File: config.mk
export PLATFORM = sky130hd
export DESIGN_NAME = preprocess_ctrl
export DESIGN_NICKNAME = d
export VERILOG_FILES = /design/src/rtl/preprocess_ctrl.sv
export SDC_FILE = /design/constraint.sdc
export NUM_CORES = 1
export LEC_CHECK = 0
export ABC_AREA = 1
export CORE_ASPECT_RATIO = 1.25
export CORE_MARGIN = 10
export CORE_UTILIZATION = 45
export CTS_CLUSTER_SIZE = 30
export DETAILED_ROUTE_END_ITERATION = 10
export GPL_TIMING_DRIVEN = 0
export SLEW_MARGIN = 0
export SYNTH_ARGS = -nofsm -noshare
export SYNTH_HDL_FRONTEND = slang
export SYNTH_SLANG_ARGS = --single-unit
File: constraint.sdc
create_clock -name clk -period 6.7 [get_ports clk]
set_clock_uncertainty 0.1 [all_clocks]
set_input_delay 1.675 -clock clk [delete_from_list [all_inputs] [get_ports clk]]
set_output_delay 1.675 -clock clk [all_outputs]
set_load 0.01 [all_outputs]
File: src/rtl/preprocess_ctrl.sv
// Frame preprocess controller: fills three line buffers, then alternates
// window scans (RUN) with single-row refills (LOAD) until the frame is done.
module preprocess_ctrl #(
    parameter int MAX_ROW = 540,
    parameter int MAX_COL = 540
) (
    input  logic        clk,
    input  logic        rst_n,
    input  logic        start_i,
    output logic        busy_o,
    output logic        frame_done_o,
    output logic        mem_rd_o,
    output logic [18:0] mem_addr_o,
    input  logic        mem_ready_i,
    input  logic        mem_rvalid_i,
    output logic        data_en_o,
    output logic        core_run_o,
    output logic [1:0]  top_sel_o,
    output logic [9:0]  out_row_o
);

    localparam logic [2:0] IDLE = 3'd0;
    localparam logic [2:0] FILL = 3'd1;
    localparam logic [2:0] RUN  = 3'd2;
    localparam logic [2:0] LOAD = 3'd3;
    localparam logic [2:0] DONE = 3'd4;

    localparam int CW = $clog2(3 * MAX_COL + 1);
    localparam logic [CW-1:0] FILL_LAST = CW'(3 * MAX_COL - 1);
    localparam logic [CW-1:0] LOAD_LAST = CW'(MAX_COL - 1);
    localparam logic [9:0]    RUN_LAST  = 10'(MAX_COL - 3);
    localparam logic [9:0]    ROW_LAST  = 10'(MAX_ROW - 3);
    localparam logic [18:0]   ADDR_LAST = 19'(MAX_ROW * MAX_COL - 1);

    logic [2:0]    state;
    logic [CW-1:0] iss_cnt;
    logic [CW-1:0] rcv_cnt;
    logic [CW-1:0] beat_last;
    logic [9:0]    run_cnt;
    logic [18:0]   next_row_base;
    logic          issue;

    assign issue     = mem_rd_o & mem_ready_i;
    assign data_en_o = mem_rvalid_i & ((state == FILL) | (state == LOAD));

    always_comb begin
        beat_last = (state == FILL) ? FILL_LAST : LOAD_LAST;
    end

    // Next fetch row is out_row+2 after the increment, i.e. current out_row+3.
    always_comb begin
        next_row_base = ({9'd0, out_row_o} + 19'd3) * 19'(MAX_COL);
    end

    always_ff @(posedge clk) begin
        if (!rst_n) begin
            state        <= IDLE;
            busy_o       <= 1'b0;
            frame_done_o <= 1'b0;
            mem_rd_o     <= 1'b0;
            mem_addr_o   <= '0;
            core_run_o   <= 1'b0;
            top_sel_o    <= '0;
            out_row_o    <= '0;
            iss_cnt      <= '0;
            rcv_cnt      <= '0;
            run_cnt      <= '0;
        end else begin
            frame_done_o <= 1'b0;
            case (state)
                IDLE: begin
                    if (start_i) begin
                        state      <= FILL;
                        busy_o     <= 1'b1;
                        mem_rd_o   <= 1'b1;
                        mem_addr_o <= '0;
                        out_row_o  <= '0;
                        top_sel_o  <= '0;
                        iss_cnt    <= '0;
                        rcv_cnt    <= '0;
                        run_cnt    <= '0;
                    end
                end
                FILL, LOAD: begin
                    if (issue) begin
                        iss_cnt <= iss_cnt + 1'b1;
                        if (iss_cnt == beat_last) begin
                            mem_rd_o <= 1'b0;
                        end
                        // The final pixel of the frame leaves the address parked in range.
                        if (mem_addr_o != ADDR_LAST) begin
                            mem_addr_o <= mem_addr_o + 19'd1;
                        end
                    end
                    if (mem_rvalid_i) begin
                        if (rcv_cnt == beat_last) begin
                            state      <= RUN;
                            core_run_o <= 1'b1;
                            run_cnt    <= '0;
                            rcv_cnt    <= '0;
                            iss_cnt    <= '0;
                        end else begin
                            rcv_cnt <= rcv_cnt + 1'b1;
                        end
                    end
                end
                RUN: begin
                    run_cnt <= run_cnt + 10'd1;
                    if (run_cnt == RUN_LAST) begin
                        core_run_o <= 1'b0;
                        run_cnt    <= '0;
                        if (out_row_o == ROW_LAST) begin
                            state        <= DONE;
                            frame_done_o <= 1'b1;
                        end else begin
                            state      <= LOAD;
                            mem_rd_o   <= 1'b1;
                            mem_addr_o <= next_row_base;
                            out_row_o  <= out_row_o + 10'd1;
                            top_sel_o  <= (top_sel_o == 2'd2) ? 2'd0 : top_sel_o + 2'd1;
                            iss_cnt    <= '0;
                            rcv_cnt    <= '0;
                        end
                    end
                end
                DONE: begin
                    state  <= IDLE;
                    busy_o <= 1'b0;
                end
                default: begin
                    state      <= IDLE;
                    busy_o     <= 1'b0;
                    mem_rd_o   <= 1'b0;
                    core_run_o <= 1'b0;
                end
            endcase
        end
    end

endmodule

==> results of run 1 <==
==> area by class of cell <==
type / count / area (um2) / area share
tap: 171 / 214 / 0.0301
inverter: 128 / 480 / 0.0677
multi-input combinational: 728 / 4110 / 0.579
clock buffer: 9 / 225 / 0.0317
clock inverter: 6 / 86.3 / 0.0122
buffer: 34 / 180 / 0.0254
timing repair buffer: 40 / 400 / 0.0564
sequential: 70 / 1400 / 0.197
==> sequential cells by signal (all words and copies together), names as in the netlist <==
register      flops
frame_done_o      1
mem_addr_o       19
busy_o            1
core_run_o        1
out_row_o        10
run_cnt          10
rcv_cnt          11
mem_rd_o          1
iss_cnt          11
state             3
top_sel_o         2
==> worst max path at each step <==
stage                                end  slack, ns  depth (start not counted)
after global placement    mem_addr_o[17]       1.71                         21
after global routing      mem_addr_o[17]       1.31                         21
after detailed placement  mem_addr_o[17]       1.67                         21
after floorplan           mem_addr_o[17]       2.40                         19
final                     mem_addr_o[17]       1.65                         21
after CTS                 mem_addr_o[17]       1.65                         21
==> worst max-delay path, stage by stage (launching register included) <==
cell,delay (ns)
sky130_fd_sc_hd__dfxtp_1,0.41
sky130_fd_sc_hd__buf_2,0.27
sky130_fd_sc_hd__inv_1,0.14
sky130_fd_sc_hd__ha_1,0.29
sky130_fd_sc_hd__nor3_1,0.30
sky130_fd_sc_hd__nand3_1,0.18
sky130_fd_sc_hd__xor2_1,0.41
sky130_fd_sc_hd__ha_1,0.32
sky130_fd_sc_hd__inv_1,0.07
sky130_fd_sc_hd__fa_1,0.44
sky130_fd_sc_hd__fa_1,0.54
sky130_fd_sc_hd__inv_1,0.04
sky130_fd_sc_hd__ha_1,0.35
sky130_fd_sc_hd__a21oi_1,0.28
sky130_fd_sc_hd__nor2_1,0.10
sky130_fd_sc_hd__o21ai_0,0.15
sky130_fd_sc_hd__nand3_1,0.13
sky130_fd_sc_hd__nand2_1,0.08
sky130_fd_sc_hd__nand2_1,0.04
sky130_fd_sc_hd__nor2_1,0.18
sky130_fd_sc_hd__nor2_1,0.08
sky130_fd_sc_hd__nor2_1,0.09
==> logic make-up (layout without fill, tap and decap cells) <==
logic type      Yosys count  after routing
simple gates            500            500
compound gates          135            135
fa+ha+maj                62             62
xor+xnor                 31             31
buf+inv                 162            217
flops                    70             70
==> through the flow <==
stage	cell area [um2]	worst slack [ns]	std cells
4_1_cts	7100	1.65	1186
2_1_floorplan	6170	2.40	960
3_3_place_gp	6790	1.71	1171
6_report	7100	1.65	1186
5_1_grt	7100	1.31	1186
3_5_place_dp	6790	1.67	1171
==> layer usage <==
metal,vias up,share of wire,wire length [um],track usage
met3,35,0.031,530,0.0304
met1,2828,0.43,7430,0.206
met2,100,0.50,8640,0.331
li1,3196,-,-,-
met5,-,0,0,0
met4,0,0.032,550,0.0852
==> layout by cell type, fill, tap and decap left out, types with 4 or more instances in the layout <==
cell type	n
sky130_fd_sc_hd__nand2_1	224
sky130_fd_sc_hd__nor2_1	136
sky130_fd_sc_hd__inv_1	120
sky130_fd_sc_hd__dfxtp_1	70
sky130_fd_sc_hd__a21oi_1	68
sky130_fd_sc_hd__nand3_1	57
sky130_fd_sc_hd__ha_1	48
sky130_fd_sc_hd__clkdlybuf4s50_1	40
sky130_fd_sc_hd__o21ai_0	38
sky130_fd_sc_hd__nor3_1	25
sky130_fd_sc_hd__xor2_1	21
sky130_fd_sc_hd__nand4_1	21
sky130_fd_sc_hd__clkbuf_1	15
sky130_fd_sc_hd__fa_1	14
sky130_fd_sc_hd__xnor2_1	10
sky130_fd_sc_hd__buf_2	9
sky130_fd_sc_hd__clkbuf_16	9
sky130_fd_sc_hd__nand3b_1	8
sky130_fd_sc_hd__o21ai_1	7
sky130_fd_sc_hd__o211ai_1	7
sky130_fd_sc_hd__nand2_2	5
sky130_fd_sc_hd__inv_2	5
sky130_fd_sc_hd__buf_4	5
sky130_fd_sc_hd__nor3_2	4
sky130_fd_sc_hd__nand3_2	4
sky130_fd_sc_hd__o21bai_1	4
==> power by group through the flow <==
stage / clock (uW) / sequential [uW] / combinational, uW
6_report: 522 / 489 / 352
3_5_place_dp: 0 / 498 / 354
5_1_grt: 547 / 494 / 396
4_1_cts: 534 / 489 / 356
3_3_place_gp: 0 / 499 / 352
2_1_floorplan: 0 / 497 / 220
==> results, run 1 <==
- The count of fill cells added during filler insertion is 1,414.
- The most common cell in the netlist is sky130_fd_sc_hd__nand2_1.
- The count of boundary I/O pins is 41.
- The number of gates resized after CTS was 0.
- The cell count of the worst reg-to-reg path is 21.
- A synthesized cell averages 6.43 um2.
- The final count of hold timing violations is 0.
- The final layout contains routed wiring with a total length of 17.2 mm.
- The wire length of the first global-routing pass is 28.6 mm.
- The setup TNS is 0 ns.
- Once detailed placement completed, the half-perimeter wirelength came to 13.5 mm.
- At the worst endpoint, the required time is 6.89 ns.
- The clock edge transition at the registers on the reported setup and hold paths is 0.06 ns.
- The root buffer cell is sky130_fd_sc_hd__clkbuf_16.
- Dividing total power by cell area gives a power density of 192 nW/um2.
- Counting along the longest clock path gives a buffer depth of 2.
- The net count of the finished layout is 1,078.
- For hold timing, the worst endpoint is rcv_cnt[8].
- At the worst endpoint, the arrival time is 5.24 ns.
- The global-route total usage across every layer is 0.183.
- In the final routed layout, each cell accounts on average for 14.5 um.
- The most used flip-flop cell after synthesis is sky130_fd_sc_hd__dfxtp_1.
- The count of pins over their slew limit was 0.
- The worst setup path is launched from a register.
- In this run the worst path has a maximum fanout of 9.
- The number of standard cells after synthesis is 960.
- The cell area after technology mapping is 6170 um2.
- In this run the static leakage power is 0.00296 uW.
- The endpoint identified for the worst register-to-register timing path is mem_addr_o[17].
- The maximum level of the CTS H-tree is 3.
- The detailed-route vias per instance is 5.19.
- In this run the worst hold path is classified as register to register.
- The number of synthesized register bits is 70.
- The warning count from the yosys run is 0.
- The share of total power dissipated in the clock network is 0.383.
- The congestion estimate from routability-driven global placement came to 0.911.
- For this run, design rule violations remaining after detail routing come to 0.
- 0 antenna diodes ended up in the layout.
- Sorting the synthesized cells by area gives the leading types as sky130_fd_sc_hd__dfxtp_1, sky130_fd_sc_hd__nand2_1, sky130_fd_sc_hd__ha_1.
- The pin count of the biggest net entering global routing is 13.
- The time the final worst path needs with I/O delays and setup is 5.05 ns.
- The complex-gate fraction of the synthesized area was 0.118.
- The sink count of the clock tree is 70.
- The most critical setup path has its startpoint at out_row_o[0].
- The logic gate share of total power is 0.258.
- The portion of the post-synthesis area used by sequential elements is 0.227.
- Setup repair after global routing left no endpoint under its margin.
- Hold timing on the final database bottoms out at a slack of 0.400 ns.
- The count of cells along the worst hold path is 2.
- The cell type with the largest total area after synthesis is sky130_fd_sc_hd__dfxtp_1.
- The die footprint is 18,800 um2.
- TritonCTS built the clock tree.
- Counting every net in the synthesized netlist gives 1,027.
- The final clock period utilization by the worst path is 0.754.
- The aggregate global routing overflow is 0.
- The worst hold path begins at rcv_cnt[8].
- The number of setup violations in the final report is 0.
- The relative slew slack is 0.598.
- The share of total power in sequential cells is 0.359.
- For the pin with the worst max-slew slack, the measured transition is 0.602 ns.
- Internal power comes to 906 uW.
- For the worst-skew pair, the clock arrives at the later sink with an insertion delay of 0.35 ns.
- In the final layout, the share of cells above drive strength 1 is 0.0621.
- Of the total power, the share spent switching nets is 0.336.
- Buffers added to address setup during post-CTS repair amount to 0.
- In this run the critical register-to-register path is launched from out_row_o[0].
- Of the total synthesized cell area, the portion taken by XOR and XNOR cells is 0.0440.
- Based on the critical path, the design can be clocked at up to 198 MHz.
- The initial antenna violation count is 0.
- The synthesized netlist contains 43 unique library cells.
- The total core area is 13,300 um2.
- The run finished with clean final reports.
- Detailed routing inserted a total of 6,159 vias.
- The count of buffers added on input and output ports is 40.
- The number of global-route vias before repair is 5,868.
- The commonest cells after synthesis are sky130_fd_sc_hd__nand2_1, sky130_fd_sc_hd__nor2_1, sky130_fd_sc_hd__inv_1.
- The layout overhead on the synthesized area is 15.0%.
- The setup slack on the worst flop-to-flop path is 1.65 ns.
- After floorplanning, the core was divided into 47 placement rows.
- The peak supply drop is 0.111 mV.
- The synthesized design contains 0 enable-type register cells.
- The worst setup path is of the register to register kind.
- The hold buffer count at CTS is 0.
- The post-route antenna net violation count is 0.
- Of the total synthesized cell area, the portion taken by AND, OR, NAND and NOR gates is 0.361.
- The element type at the critical path end is a register.
- The share of synthesized area in the top cell type comes to 0.227.
- For this configuration, the core starts out at a cell density of 0.462.
- Measured on the finished design, the core utilization comes to 0.532.
- The reported max-cap violation count is 0.
- The die boundary width is 125 um.
- Of the total synthesized cell area, the portion taken by full adders, half adders and majority gates is 0.143.
- The count of TritonRoute iterations in the first routing pass is 6.
- Buffers inserted during clock tree synthesis total 9.
- By area, the combinational part of the netlist is dominated by simple AND/OR/NAND/NOR gates.
- Summed over all nets, the switching power comes to 458 uW.
- The initial DRC count is 315.
- The proportion of register bits with asynchronous set or reset after synthesis is 0.
- The proportion of synthesized area in mux cells is 0.
- The die is 151 um tall.
- Total power for the finished layout comes to 1360 uW.
Note: power is estimated with default switching activity, not from simulation.
==> inputs of run 2 (changes only) <==
--- a/config.mk
+++ b/config.mk
@@ -12,6 +12,7 @@
 export CTS_CLUSTER_SIZE = 30
 export DETAILED_ROUTE_END_ITERATION = 10
 export GPL_TIMING_DRIVEN = 0
+export PLACE_DENSITY = 0.66
 export SLEW_MARGIN = 0
 export SYNTH_ARGS = -nofsm -noshare
 export SYNTH_HDL_FRONTEND = slang
==> constraint.sdc (replaced) <==
create_clock -name clk -period 4.25 [get_ports clk]
set_clock_uncertainty 0.1 [all_clocks]
set_input_delay 1.0625 -clock clk [delete_from_list [all_inputs] [get_ports clk]]
set_output_delay 1.0625 -clock clk [all_outputs]
set_load 0.01 [all_outputs]
==> results, run 2 (same netlist as run 1, synthesis figures left out) <==
- The cell type of the slowest stage on the worst timing path is sky130_fd_sc_hd__fa_1.
- The relative slew slack is 0.605 (+0.00653).
- The sink count of the clock tree came to 70 (unchanged).
- The wire length of the first global-routing pass is 28.2 mm (-1.4%).
- The pin count of the biggest net entering global routing is 12 (-1).
- The total detailed-routing wirelength is 17.0 mm (-0.86%).
- The count of boundary I/O pins is 41 (unchanged).
- The antenna cell count was 0 (unchanged).
- The initial antenna violation count is 0 (unchanged).
- The final count of hold timing violations came to 0 (unchanged).
- The top fanout value on the critical path is 6 (-3).
- The leakage power total is 0.00309 uW (+4.3%).
- The final-stage net count came to 1,089 (+1.0%).
- Setup repair after global routing could not meet its margin everywhere.
- The run finished with clean final reports.
- The count of buffering cells on the critical path with inverters included is 4 (unchanged).
- The clock insertion delay at the later pin of the skew report is 0.34 ns (about the same).
- The number of flip-flops in the largest register is 19 (unchanged).
- The reported max-cap violation count is 0 (unchanged).
- The element type at the critical path start is a register.
- The worst hold path belongs to the class register to register.
- The final clock period utilization by the worst path is 0.953 (+0.199).
- The delay of the slowest cell on the worst path is 0.53 ns (about the same).
- The TritonCTS clock tree is built.
- The category of the most critical setup path is register to register.
- The final setup slack of the worst path is 0.199 ns (-1.45 ns).
- The count of fill cells added during filler insertion is 1,331 (-5.9%).
- The count of TritonRoute iterations in the first routing pass is 5 (-1).
- The detailed-route vias per instance is 5.21 (+0.35%).
- The post-placement setup slack is -0.627 ns (-2.30 ns).
- The initial DRC count came to 365 (+16%).
- The effective utilization at floorplan was 0.462 (unchanged).
- The worst setup path is captured at a register.
- The setup TNS was 0 ns (unchanged).
- The critical path depth was 20 (-4.8%).
- The required arrival time at the worst endpoint is 4.38 ns (-2.51 ns).
- The time the final worst path needs with I/O delays and setup came to 4.05 ns (-1.00 ns).
- The cell row count was 47 (unchanged).
- More flip-flops sit in one register than any other, and that register is mem_addr_o.
- The post-route antenna net violation count is 0 (unchanged).
- The arrival time at the worst endpoint is 4.18 ns (-1.06 ns).
- The library cells used most frequently in the layout, excluding fill and tap cells, are sky130_fd_sc_hd__nand2_1, sky130_fd_sc_hd__nor2_1, sky130_fd_sc_hd__inv_1, sky130_fd_sc_hd__dfxtp_1, sky130_fd_sc_hd__a21oi_1.
- The vias after detailed routing is 6,243 (+1.4%).
- Traced cell by cell, the critical path runs through clkinvlp_4, ha_4, nor3_4, nand3_4, xor2_4, ha_1, fa_1, inv_1, fa_1, inv_1, ha_4, nand2_1, o21bai_1, inv_1, nand2_1, nand2_1, nand2_1, nor2_1, nor2_1, nor2_1.
- The number of buffers created by CTS is 9 (unchanged).
- The peak supply drop is 0.236 mV (+110%).
- The last weighted congestion value of the routability-driven placer is 0.910 (about the same).
- The most common cell after layout, fill and taps aside is sky130_fd_sc_hd__nand2_1.
- The root buffer cell is sky130_fd_sc_hd__clkbuf_16.
- The routed wirelength normalized by instance count came to 14.2 um (-1.8%).
- The global-route total usage across every layer is 0.178 (-0.00488).
- The die boundary width came to 125 um (unchanged).
- The kind of cell adding the most delay to the critical path is adder cells.
- The die footprint is 18,800 um2 (unchanged).
- The HPWL reported at the end of detailed placement was 13.1 mm (-2.7%).
- The slew of the pin with the lowest slew margin is 0.593 ns (-0.00980 ns).
- The share of layout cells above drive strength 1 came to 0.110 (+0.0480).
- The cell count of the worst reg-to-reg path is 20 (-4.8%).
- The number of port buffers is 40 (unchanged).
- The DRC violations left is 0 (unchanged).
- The largest registers in the layout are mem_addr_o x19, iss_cnt x11, rcv_cnt x11.
- The maximum clock insertion buffer count is 2 (unchanged).
- The total power density per cell area came to 289 nW/um2 (+50%).
- The number of global-route vias before repair is 5,881 (+0.22%).
- The clock edge transition at the registers on the reported setup and hold paths is 0.06 ns (about the same).
- The floorplan die height is 151 um (unchanged).
- The maximum level of the CTS H-tree is 3 (unchanged).
- The total core area was 13,300 um2 (unchanged).
- The aggregate global routing overflow is 0 (unchanged).
- Counting stages on the worst path, the most repeated cell is sky130_fd_sc_hd__nand2_1.
- The count of cells along the worst hold path came to 2 (unchanged).
- The number of setup violations in the final report is 0 (unchanged).
- Relative to the synthesized area, the layout overhead comes to 20.5%.
- The maximum clock rate was 247 MHz (+25%).
- The count of pins over their slew limit is 0 (unchanged).
==> run 2: cell types whose count changed in the layout (fill, tap and decap cells not counted), moves of 5 or more <==
cell,change
sky130_fd_sc_hd__buf_4,+16
sky130_fd_sc_hd__nand2_2,+6
sky130_fd_sc_hd__nand2_1,-6
sky130_fd_sc_hd__a21oi_1,-5
sky130_fd_sc_hd__dfxtp_1,-6
sky130_fd_sc_hd__ha_1,-5
==> run 2: per-stage QoR <==
| stage | hold WS (ns) | power [uW] | instance area (um2) | std cells | util |
|---|---|---|---|---|---|
| detailed placement | 0.379 | 1340 | 6800 | 1171 | 0.509 |
| CTS | 0.394 | 2170 | 7280 | 1190 | 0.546 |
| floorplan | 0.352 | 1130 | 6180 | 960 | - |
| global route | 0.432 | 2270 | 7440 | 1198 | 0.557 |
| finish | 0.393 | 2150 | 7440 | 1198 | 0.557 |
| global placement | 0.377 | 1340 | 6800 | 1171 | 0.509 |
==> run 2: path summary, 6_finish.rpt <==
kind	slack (ns)	end	startpoint
worst max register to register	0.20	mem_addr_o[14]	out_row_o[0]
worst min-delay path	0.39	rcv_cnt[8]	rcv_cnt[8]
worst min register to register	0.39	rcv_cnt[8]	rcv_cnt[8]
worst max-delay path	0.20	mem_addr_o[14]	out_row_o[0]
==> run 2: repair_timing <==
item,CTS,global route
resized for setup,27,27
setup buffers,4,10
pin swaps,4,9
setup endpoints to repair,10,10
hold buffers,0,0
==> run 2: metal layers <==
layer / up-vias / wire (um) / GRT usage
met5: - / 0 / 0
met4: 0 / 369 / 0.0554
met3: 30 / 553 / 0.0294
met2: 109 / 8750 / 0.337
met1: 2869 / 7340 / 0.199
li1: 3235 / - / -
==> run 2: area by class of cell <==
| class | instances | area [um2] | area share |
|---|---|---|---|
| multi-input combinational | 728 | 4330 | 0.582 |
| timing repair buffer | 54 | 505 | 0.0680 |
| clock inverter | 4 | 70.1 | 0.00942 |
| buffer | 31 | 173 | 0.0232 |
| tap | 171 | 214 | 0.0288 |
| sequential | 70 | 1410 | 0.190 |
| clock buffer | 12 | 246 | 0.0331 |
| inverter | 128 | 484 | 0.0651 |
==> run 2: worst reg2reg max path: stages (launching register included) <==
cell	delay, ns
sky130_fd_sc_hd__dfxtp_4	0.39
sky130_fd_sc_hd__clkinvlp_4	0.12
sky130_fd_sc_hd__ha_4	0.20
sky130_fd_sc_hd__nor3_4	0.21
sky130_fd_sc_hd__nand3_4	0.13
sky130_fd_sc_hd__xor2_4	0.22
sky130_fd_sc_hd__ha_1	0.32
sky130_fd_sc_hd__fa_1	0.53
sky130_fd_sc_hd__inv_1	0.05
sky130_fd_sc_hd__fa_1	0.53
sky130_fd_sc_hd__inv_1	0.07
sky130_fd_sc_hd__ha_4	0.29
sky130_fd_sc_hd__nand2_1	0.09
sky130_fd_sc_hd__o21bai_1	0.22
sky130_fd_sc_hd__inv_1	0.07
sky130_fd_sc_hd__nand2_1	0.11
sky130_fd_sc_hd__nand2_1	0.06
sky130_fd_sc_hd__nand2_1	0.06
sky130_fd_sc_hd__nor2_1	0.04
sky130_fd_sc_hd__nor2_1	0.09
sky130_fd_sc_hd__nor2_1	0.04
==> run 2: power by group <==
| part | internal (uW) | switching, uW | total (uW) |
|---|---|---|---|
| clock | 528 | 290 | 819 |
| sequential | 704 | 75.5 | 779 |
| combinational | 216 | 336 | 552 |
